**config.mk**
```make
export PLATFORM = sky130hd
export DESIGN_NAME = custom_fifo_rd_stream_flat
export DESIGN_NICKNAME = d
export VERILOG_FILES = /design/src/rtl/custom_fifo_rd_stream_if.sv /design/src/rtl/custom_fifo_rd_stream.sv /design/src/flat_wrapper.sv
export SDC_FILE = /design/constraint.sdc
export NUM_CORES = 1
export LEC_CHECK = 0
export CAP_MARGIN = 30
export CORE_AREA = 10 10 105 107
export DETAILED_ROUTE_END_ITERATION = 6
export DIE_AREA = 0 0 115 117
export PLACE_DENSITY = 0.47
export SYNTH_ARGS = -nofsm -noshare
export SYNTH_HDL_FRONTEND = slang
export SYNTH_SLANG_ARGS = --single-unit
```
**constraint.sdc**
```tcl
create_clock -name rclk_i -period 5.3 [get_ports rclk_i]
set_clock_uncertainty 0.05 [all_clocks]
set_input_delay 0.795 -clock rclk_i [delete_from_list [all_inputs] [get_ports rclk_i]]
set_output_delay 0.795 -clock rclk_i [all_outputs]
set_load 0.01 [all_outputs]
```
**src/rtl/custom_fifo_rd_stream_if.sv**
```systemverilog
// Purpose : valid/ready stream bundle carrying data words plus a packet-end marker.
// Ports   : m_valid/m_data/m_last driven by the master, m_ready driven by the slave.
// Latency : none (wires only); backpressure: slave deasserts m_ready, master holds m_valid/m_data/m_last.
interface custom_fifo_rd_stream_if #(
  parameter int DATASIZE = 8
);
  logic                m_valid;
  logic                m_ready;
  logic [DATASIZE-1:0] m_data;
  logic                m_last;

  modport master (output m_valid, output m_data, output m_last, input m_ready);
  modport slave  (input m_valid, input m_data, input m_last, output m_ready);
endinterface

```
**src/rtl/custom_fifo_rd_stream.sv**
```systemverilog
// Purpose : read-side drain of an async FIFO into a 2-entry valid/ready buffer, framed into
//           PKT_LEN-beat packets, with a flush mode that discards and counts FIFO words.
// Latency : 1 cycle from FIFO pop to m_data; backpressure: m_ready only gates the registered
//           buffer count, so fifo_ren never depends combinationally on m_ready.
// Ports   : rclk_i/rrst_n_i clock and async active-low reset; fifo_empty/fifo_dout/fifo_ren
//           show-ahead FIFO read port; en_i stream enable; flush_i one-cycle flush request;
//           flush_busy_o/flush_drop_cnt flush status; m stream master (valid/ready/data/last).
module custom_fifo_rd_stream #(
  parameter int DATASIZE = 8,
  parameter int PKT_LEN  = 16,
  parameter int CNTW     = 16
) (
  input  logic                    rclk_i,
  input  logic                    rrst_n_i,
  input  logic                    fifo_empty,
  input  logic [DATASIZE-1:0]     fifo_dout,
  output logic                    fifo_ren,
  input  logic                    en_i,
  input  logic                    flush_i,
  output logic                    flush_busy_o,
  output logic [CNTW-1:0]         flush_drop_cnt,
  custom_fifo_rd_stream_if.master m
);

  // PKT_LEN=1 still needs a 1-bit counter so the port widths stay legal.
  localparam int            BW        = (PKT_LEN > 1) ? $clog2(PKT_LEN) : 1;
  localparam logic [BW-1:0] LAST_BEAT = BW'(PKT_LEN - 1);

  typedef enum logic [1:0] {
    IDLE  = 2'd0,
    RUN   = 2'd1,
    FLUSH = 2'd2
  } state_t;

  state_t              state_q, state_d;
  logic [1:0]          count_q, count_d;
  logic [DATASIZE-1:0] ent0_q, ent0_d;
  logic [DATASIZE-1:0] ent1_q, ent1_d;
  logic [BW-1:0]       beat_cnt_q, beat_cnt_d;
  logic [CNTW-1:0]     drop_q, drop_d;

  logic push;      // popped word goes into the buffer (RUN only)
  logic hs;        // sink takes the buffer head this cycle
  logic flush_go;  // flush accepted this cycle

  // Pop decision uses only registered state/count plus fifo_empty.
  always_comb begin
    fifo_ren = 1'b0;
    unique case (state_q)
      RUN:     fifo_ren = !fifo_empty && (count_q < 2'd2);
      FLUSH:   fifo_ren = !fifo_empty;
      default: fifo_ren = 1'b0;
    endcase
  end

  assign push     = fifo_ren && (state_q == RUN);
  assign hs       = m.m_valid && m.m_ready;
  assign flush_go = flush_i && (state_q != FLUSH);

  always_comb begin
    state_d = state_q;
    unique case (state_q)
      IDLE:    if (flush_i) state_d = FLUSH; else if (en_i)  state_d = RUN;
      RUN:     if (flush_i) state_d = FLUSH; else if (!en_i) state_d = IDLE;
      FLUSH:   if (fifo_empty) state_d = IDLE;
      default: state_d = IDLE;
    endcase
  end

  // Buffer: entry0 is the head. A handshake on the flush-entry cycle still completes at
  // the sink; the remaining entries are simply abandoned by clearing the count.
  always_comb begin
    count_d = count_q;
    ent0_d  = ent0_q;
    ent1_d  = ent1_q;
    if (flush_go) begin
      count_d = 2'd0;
    end else begin
      unique case ({push, hs})
        2'b10: begin
          if (count_q == 2'd0) ent0_d = fifo_dout;
          else                 ent1_d = fifo_dout;
          count_d = count_q + 2'd1;
        end
        2'b01: begin
          ent0_d  = ent1_q;
          count_d = count_q - 2'd1;
        end
        2'b11: begin
          // Simultaneous push and pop: shift and refill, count unchanged.
          if (count_q == 2'd1) begin
            ent0_d = fifo_dout;
          end else begin
            ent0_d = ent1_q;
            ent1_d = fifo_dout;
          end
        end
        default: ;
      endcase
    end
  end

  always_comb begin
    beat_cnt_d = beat_cnt_q;
    if (flush_go)                       beat_cnt_d = '0;
    else if (hs && beat_cnt_q == LAST_BEAT) beat_cnt_d = '0;
    else if (hs)                        beat_cnt_d = beat_cnt_q + BW'(1);
  end

  // Drop counter counts only words popped while in FLUSH and saturates at all-ones.
  always_comb begin
    drop_d = drop_q;
    if (flush_go)
      drop_d = '0;
    else if ((state_q == FLUSH) && !fifo_empty && (drop_q != '1))
      drop_d = drop_q + CNTW'(1);
  end

  always_ff @(posedge rclk_i or negedge rrst_n_i) begin
    if (!rrst_n_i) begin
      state_q    <= IDLE;
      count_q    <= 2'd0;
      ent0_q     <= '0;
      ent1_q     <= '0;
      beat_cnt_q <= '0;
      drop_q     <= '0;
    end else begin
      state_q    <= state_d;
      count_q    <= count_d;
      ent0_q     <= ent0_d;
      ent1_q     <= ent1_d;
      beat_cnt_q <= beat_cnt_d;
      drop_q     <= drop_d;
    end
  end

  assign m.m_valid      = (count_q != 2'd0);
  assign m.m_data       = ent0_q;
  assign m.m_last       = m.m_valid && (beat_cnt_q == LAST_BEAT);
  assign flush_busy_o   = (state_q == FLUSH);
  assign flush_drop_cnt = drop_q;

endmodule

```
**src/flat_wrapper.sv**
```systemverilog
// flat-port wrapper written by rule: the top's interface ports become plain ports
module custom_fifo_rd_stream_flat 
#(
  parameter int DATASIZE = 8,
  parameter int PKT_LEN  = 16,
  parameter int CNTW     = 16
)
  (rclk_i, rrst_n_i, fifo_empty, fifo_dout, fifo_ren, en_i, flush_i, flush_busy_o, flush_drop_cnt, m_m_valid, m_m_data, m_m_last, m_m_ready);
  custom_fifo_rd_stream_if #(.DATASIZE(DATASIZE)) m_i ();
  input  logic rclk_i;
  input  logic rrst_n_i;
  input  logic fifo_empty;
  input  logic [DATASIZE-1:0] fifo_dout;
  output logic fifo_ren;
  input  logic en_i;
  input  logic flush_i;
  output logic flush_busy_o;
  output logic [CNTW-1:0] flush_drop_cnt;
  output wire logic [$bits(m_i.m_valid)-1:0] m_m_valid;
  output wire logic [$bits(m_i.m_data)-1:0] m_m_data;
  output wire logic [$bits(m_i.m_last)-1:0] m_m_last;
  input wire logic [$bits(m_i.m_ready)-1:0] m_m_ready;
  assign m_m_valid = m_i.m_valid;
  assign m_m_data = m_i.m_data;
  assign m_m_last = m_i.m_last;
  assign m_i.m_ready = m_m_ready;
  custom_fifo_rd_stream #(.DATASIZE(DATASIZE), .PKT_LEN(PKT_LEN), .CNTW(CNTW)) u_core (.rclk_i(rclk_i), .rrst_n_i(rrst_n_i), .fifo_empty(fifo_empty), .fifo_dout(fifo_dout), .fifo_ren(fifo_ren), .en_i(en_i), .flush_i(flush_i), .flush_busy_o(flush_busy_o), .flush_drop_cnt(flush_drop_cnt), .m(m_i));
endmodule
```
==> Yosys cells after proc, flatten, opt, wreduce, memory -nomap -nowiden <==
Cells that the tools add are included.
W data, S select, Z words.
{ "op_classes": {"bitwise_logic": 1, "order_cmp": 1, "add_sub_neg": 4, "mux": 20, "reduce_logical": 20, "eq_ne": 15} }
{ "ops": {"columns": ["cell", "n"], "rows": [
  ["$mux W16", 2],
  ["$mux W8", 4],
  ["$pmux W8 S3", 1],
  ["$add A16 B1 Y16 const B", 1],
  ["$ne A16 B16 Y1 const B", 1],
  ["$pmux W8 S2", 1],
  ["$mux W2", 6],
  ["$mux W4", 3],
  ["$reduce_bool A3 Y1", 3],
  ["$logic_and A1 B1 Y1", 8],
  ["$ne A2 B2 Y1 const B", 4],
  ["$eq A2 B1 Y1 const B", 3],
  ["$eq A2 B2 Y1 const B", 3],
  ["$ne A3 B3 Y1 const B", 2],
  ["$pmux W2 S3", 1],
  ["$reduce_and A3 Y1", 2],
  ["$reduce_bool A2 Y1", 3],
  ["$add A4 B1 Y4 const B", 1],
  ["$eq A4 B4 Y1 const B", 1],
  ["$logic_not A2 Y1", 2],
  ["$pmux W2 S2", 1],
  ["$reduce_and A4 Y1", 1],
  ["$add A2 B1 Y2 const B", 1],
  ["$lt A2 B2 Y1 const B", 1],
  ["5 further kinds", 5]
]} }
{ "word_totals": {"reg_bits": 40, "elab_cells": 67} }

==> Longest topological paths before layout <==
{ "logic_depth": {"ltp_word": 7, "mapped_depth": 10} }

==> Worst setup path after synthesis <==
Ideal clock, no wire load.
{ "synth_path": {"path_type": "register -> register", "start": "register u_core.state_q[0]", "end": "register u_core.ent1_q[0]", "arrival_time_ps": 2214, "stages_incl_launch_ff": 8, "period_less_slack_ps": 2389, "slack_ps": 2911, "required_ps": 5125, "path_cell_list": "dfrtp_1 inv_1 ha_1 o2111ai_1 inv_1 ha_1 o2111ai_1 mux2_2"} }
{ "synth_via": {"elab_chain_cells": 6} }
{ "synth_lines": {"columns": ["item", "line", "rtl"], "rows": [
  ["start, declared", "custom_fifo_rd_stream.sv:35", "state_t state_q, state_d;"],
  ["start signal, assigned", "custom_fifo_rd_stream.sv:128", "state_q <= state_d;"],
  ["$eq A2 B2 Y1 *", null, null],
  ["via flush_busy_o", "flat_wrapper.sv:17", "output logic flush_busy_o;"],
  ["$pmux W1 S2 *", "custom_fifo_rd_stream.sv:49", "unique case (state_q)"],
  ["$logic_and A1 B1 Y1 *", "custom_fifo_rd_stream.sv:56", "assign push = fifo_ren && (state_q == RUN);"],
  ["$eq A2 B2 Y1", "custom_fifo_rd_stream.sv:79", "unique case ({push, hs})"],
  ["$ne A2 B2 Y1 (no source line) / $reduce_bool A2 Y1 (equally long branches)", null, null],
  ["$reduce_and A4 Y1 (no source line)", null, null],
  ["end signal, assigned", "custom_fifo_rd_stream.sv:131", "ent1_q <= ent1_d;"],
  ["end, declared", "custom_fifo_rd_stream.sv:38", "logic [DATASIZE-1:0] ent1_q, ent1_d;"]
]} }
The timed path passes the listed nets; every way through them passes the cells marked *.
A chain may end at the register's enable or synchronous reset.

==> Final worst setup path <==
{ "layout_path": {"start": "input port fifo_empty", "end": "output port fifo_ren"} }
{ "layout_via": {"elab_chain_cells": 3} }
{ "layout_lines": {"columns": ["item", "line", "rtl"], "rows": [
  ["start, declared", "flat_wrapper.sv:12", "input logic fifo_empty;"],
  ["$logic_not A1 Y1 *", "custom_fifo_rd_stream.sv:50, custom_fifo_rd_stream.sv:51", null],
  ["$logic_and A1 B1 Y1", "custom_fifo_rd_stream.sv:50", "RUN: fifo_ren = !fifo_empty && (count_q < 2'd2);"],
  ["$pmux W1 S2 *", "custom_fifo_rd_stream.sv:49", null],
  ["end, declared", "flat_wrapper.sv:14", "output logic fifo_ren;"]
]} }
Mark *: on every way between the ends. The rest lies on a longest branch, timed or not.

==> impl_metrics.prom <==
# TYPE chip_impl_metric gauge
chip_impl_metric{name="timing.critical_path.slowest_cell_delay",unit="ns"} 0.57
chip_impl_metric{name="setup_viol_count_final",unit=""} 0
chip_impl_info{name="timing.rr.start",value="u_core.state_q[0]$_DFFE_PN0P_"} 1
chip_impl_metric{name="period_minus_slack",unit="ns"} 2.88
chip_impl_metric{name="synth_seq_cells",unit=""} 40
chip_impl_metric{name="numCtsBuffers",unit=""} 5
chip_impl_info{name="hold_class",value="input port to async pin"} 1
chip_impl_metric{name="cts_max_level",unit=""} 2
chip_impl_info{name="cpMostUsedCell",value="sky130_fd_sc_hd__clkdlybuf4s50_1"} 1
chip_impl_metric{name="yosysWarnings",unit=""} 0
chip_impl_metric{name="drt.antenna.violating_nets",unit=""} 0
chip_impl_info{name="critical-path-top-delay-family",value="buffers and inverters"} 1
chip_impl_metric{name="max_transition_margin",unit="%"} 46.6
chip_impl_metric{name="power_density",unit="mW/mm^2"} 400
chip_impl_metric{name="start_util",unit="%"} 24.0
chip_impl_metric{name="detail_route.wl_per_cell",unit="microns"} 14.1
chip_impl_metric{name="syn_inst",unit=""} 208
chip_impl_metric{name="grt_overflow",unit=""} 0
chip_impl_info{name="clock_tree.root_cell",value="sky130_fd_sc_hd__clkbuf_8"} 1
chip_impl_metric{name="layout-area-overhead-vs-synth",unit="%"} 29.8
chip_impl_metric{name="met2_length",unit="mm"} 2.23
chip_impl_metric{name="number_of_nets_in_the_layout",unit=""} 276
chip_impl_metric{name="clock_transition_at_the_register_clock_pins_on_the_worst_setup_and_hold_paths_after_cts",unit="ns"} 0.08
chip_impl_metric{name="totalWireLength",unit="mm"} 5.13
chip_impl_metric{name="dieHeight",unit="microns"} 117
chip_impl_info{name="clock_tree_from_tritoncts",value="done"} 1
chip_impl_info{name="cp-end-kind",value="output port"} 1
chip_impl_metric{name="met3WireLength",unit="microns"} 394
chip_impl_metric{name="detail_route.iter0.violations",unit=""} 30
chip_impl_metric{name="detailed_place.area",unit="sq mm"} 0.00269
chip_impl_metric{name="placementRows",unit=""} 35
chip_impl_metric{name="syn_avg_cell_area",unit="sq um"} 10.4
chip_impl_metric{name="design.die.area",unit="sq mm"} 0.0135
chip_impl_metric{name="drc_errors",unit=""} 0
chip_impl_metric{name="floorplan.die.width",unit="microns"} 115
chip_impl_metric{name="top_level_ports",unit=""} 42
chip_impl_metric{name="dp.final_hpwl",unit="mm"} 3.85
chip_impl_metric{name="fin_area",unit="sq mm"} 0.00282
chip_impl_metric{name="insertedDiodeCount",unit=""} 0
chip_impl_info{name="synth_top_flop_cell",value="sky130_fd_sc_hd__dfrtp_1"} 1
chip_impl_metric{name="synth_seq_area_share",unit="%"} 46.2
chip_impl_metric{name="detail_route.first_pass.iterations",unit=""} 4
chip_impl_metric{name="numPortBuffers",unit=""} 41
chip_impl_metric{name="worst-endpoint-arrival",unit="ns"} 2.03
chip_impl_metric{name="ir_drop",unit="uV"} 222
chip_impl_metric{name="dp.cells",unit=""} 355
chip_impl_metric{name="maxSlewViolCount",unit=""} 0
chip_impl_metric{name="antenna_found_initial",unit=""} 0
chip_impl_info{name="setup.worst_path.start_class",value="input port"} 1
chip_impl_metric{name="ctsLongestPathBuffers",unit=""} 2
chip_impl_metric{name="synth-edff-count",unit=""} 0
chip_impl_info{name="grt_setup_unrepaired",value="no"} 1
chip_impl_metric{name="reg2reg_slack",unit="ns"} 2.62
chip_impl_info{name="crit_chain",value="clkdlybuf4s50_1, nor3b_1, clkdlybuf4s50_1"} 1
chip_impl_metric{name="design.core.area",unit="sq mm"} 0.00902
chip_impl_metric{name="leakagePower",unit="nW"} 1.14
chip_impl_metric{name="number_of_buffers_inserted_by_hold_repair_at_cts",unit=""} 0
chip_impl_info{name="outcome",value="completed"} 1
chip_impl_metric{name="cts_sinks",unit=""} 40
chip_impl_metric{name="crit_required",unit="ns"} 4.45
chip_impl_metric{name="max_freq",unit="MHz"} 347
chip_impl_metric{name="share_of_final_layout_standard_cells_stronger_than_drive_strength_1",unit="%"} 12.3
chip_impl_metric{name="dr_total_vias",unit=""} 1740
chip_impl_info{name="slowest_stage",value="sky130_fd_sc_hd__clkdlybuf4s50_1"} 1
chip_impl_metric{name="post_route_insts_no_fill",unit=""} 364
chip_impl_metric{name="cp_max_fo",unit=""} 4
chip_impl_metric{name="detail_route.wirelength.met1",unit="mm"} 2.45
chip_impl_metric{name="worst_skew_pair.late_latency",unit="ns"} 0.30
chip_impl_metric{name="yosys.cell_types.count",unit=""} 46
chip_impl_metric{name="timing.setup.tns",unit="ns"} 0
chip_impl_metric{name="largest_net_degree_at_the_start_of_global_routing",unit=""} 41
chip_impl_metric{name="timing_worst_slew_pin_value",unit="ns"} 0.800
chip_impl_metric{name="cap_violations",unit=""} 0
chip_impl_metric{name="synth-async-reset-ratio",unit="%"} 100
chip_impl_metric{name="grt_pass1_vias",unit=""} 1725
chip_impl_metric{name="grt_first_pass_wirelength",unit="mm"} 8.78
chip_impl_info{name="r2r-end",value="u_core.ent1_q[7]$_DFFE_PN0P_"} 1
chip_impl_metric{name="postCtsSetupRepairBufs",unit=""} 0
chip_impl_metric{name="period_share",unit="%"} 54.3
chip_impl_info{name="uppermost_metal_layer_occupied_by_signal_nets",value="met4"} 1
chip_impl_metric{name="fillers",unit=""} 945
chip_impl_metric{name="global_route.usage.total",unit="%"} 8.15
chip_impl_info{name="setup.worst_path.class",value="input port to output port"} 1
chip_impl_metric{name="crit_buf_inv",unit=""} 2
chip_impl_metric{name="r2r_cell_count",unit=""} 7
chip_impl_metric{name="finalHoldViolCount",unit=""} 0
chip_impl_metric{name="post_cts_resized",unit=""} 0
chip_impl_metric{name="final.hold.worst_slack",unit="ns"} 0.404
chip_impl_metric{name="syn_area",unit="sq mm"} 0.00217
chip_impl_metric{name="vias_per_cell",unit=""} 4.78
chip_impl_metric{name="syn_nets",unit=""} 232
chip_impl_metric{name="gp_routability_congestion",unit=""} 0.748
==> report_power, final <==
group	switching (mW)	internal (mW)
Combinational	0.214	0.227
Clock	0.110	0.140
Sequential	0.0535	0.382
==> through the flow <==
stage | util [%] | setup slack (ns) | total power [mW]
6_report | 31.2 | 2.42 | 1.13
3_5_place_dp | 29.8 | 2.14 | 0.891
5_1_grt | 31.2 | 2.30 | 1.22
4_1_cts | 31.0 | 2.39 | 1.15
3_3_place_gp | 29.8 | 2.18 | 0.887
2_1_floorplan | - | 2.91 | 0.708
==> area by class of cell <==
| type | count | area (sq um) | area share (%) |
|---|---|---|---|
| Multi-Input combinational cell | 150 | 1090 | 38.7 |
| Sequential cell | 40 | 1000 | 35.6 |
| Timing Repair Buffer | 43 | 433 | 15.4 |
| Tap cell | 111 | 139 | 4.93 |
| Clock buffer | 6 | 72.6 | 2.58 |
| Inverter | 12 | 45.0 | 1.60 |
| Clock inverter | 2 | 35.0 | 1.24 |
==> metal layers <==
metal  global-route usage (%)  vias up
met4                     2.72        0
met5                        0        -
li1                         -      868
met2                     12.2       36
met1                     10.4      829
met3                     3.31        7
==> how the worst max path moves through the flow <==
stage | cells past startpoint | end | start | slack [ns]
floorplan | 7 | u_core.ent1_q[0]$_DFFE_PN0P_ | u_core.state_q[0]$_DFFE_PN0P_ | 2.91
global placement | 7 | u_core.ent1_q[4]$_DFFE_PN0P_ | fifo_empty | 2.18
detailed placement | 7 | u_core.ent1_q[6]$_DFFE_PN0P_ | fifo_empty | 2.14
CTS | 3 | fifo_ren | fifo_empty | 2.39
global route | 7 | u_core.ent1_q[6]$_DFFE_PN0P_ | fifo_empty | 2.30
finish | 3 | fifo_ren | fifo_empty | 2.42
==> cell usage after synthesis, types with 3 or more instances <==
cell,number,area [sq um]
sky130_fd_sc_hd__nand3_1,9,45.0
sky130_fd_sc_hd__ha_1,10,125
sky130_fd_sc_hd__or4_1,5,37.5
sky130_fd_sc_hd__nand2_1,19,71.3
sky130_fd_sc_hd__o21ai_0,5,25.0
sky130_fd_sc_hd__mux2_2,16,180
sky130_fd_sc_hd__nand2b_1,3,18.8
sky130_fd_sc_hd__o31ai_1,8,60.1
sky130_fd_sc_hd__o2111ai_1,3,26.3
sky130_fd_sc_hd__a21oi_1,16,80.1
sky130_fd_sc_hd__inv_1,12,45.0
sky130_fd_sc_hd__dfrtp_1,40,1000
sky130_fd_sc_hd__xor2_1,3,26.3
sky130_fd_sc_hd__o211ai_1,3,22.5
sky130_fd_sc_hd__a22o_1,8,70.1
sky130_fd_sc_hd__nor2_1,8,30.0
==> sequential cells by signal (all words and copies together), names as in the netlist <==
signal	count
u_core.flush_drop_cnt	16
u_core.ent1_q	8
u_core.m.m_data	8
u_core.beat_cnt_q	4
u_core.count_q	2
u_core.state_q	2
==> cell usage in the layout (no fill, tap or decap), types with 8 or more instances in the layout <==
cell type | netlist | routed
sky130_fd_sc_hd__clkdlybuf4s50_1 | 0 | 40
sky130_fd_sc_hd__nand2_1 | 19 | 19
sky130_fd_sc_hd__inv_1 | 12 | 12
sky130_fd_sc_hd__ha_1 | 10 | 10
sky130_fd_sc_hd__nand3_1 | 9 | 9
sky130_fd_sc_hd__nor2_1 | 8 | 8
sky130_fd_sc_hd__o31ai_1 | 8 | 8
sky130_fd_sc_hd__a21oi_1 | 16 | 16
sky130_fd_sc_hd__dfrtp_1 | 40 | 40
sky130_fd_sc_hd__mux2_2 | 16 | 16
sky130_fd_sc_hd__a22o_1 | 8 | 8
==> kinds of logic (layout without fill, tap and decap cells) <==
kind of cell / count (synthesis) / after routing / share of synthesized area, %
simple gates: 65 / 65 / 16.2
fa+ha+maj: 10 / 10 / 5.77
xor+xnor: 3 / 3 / 1.21
compound gates: 56 / 56 / 18.8
mux: 16 / 16 / 8.31
flops: 40 / 40 / 46.2
buf+inv: 18 / 63 / 3.58
Note: power is estimated with default switching activity, not from simulation.
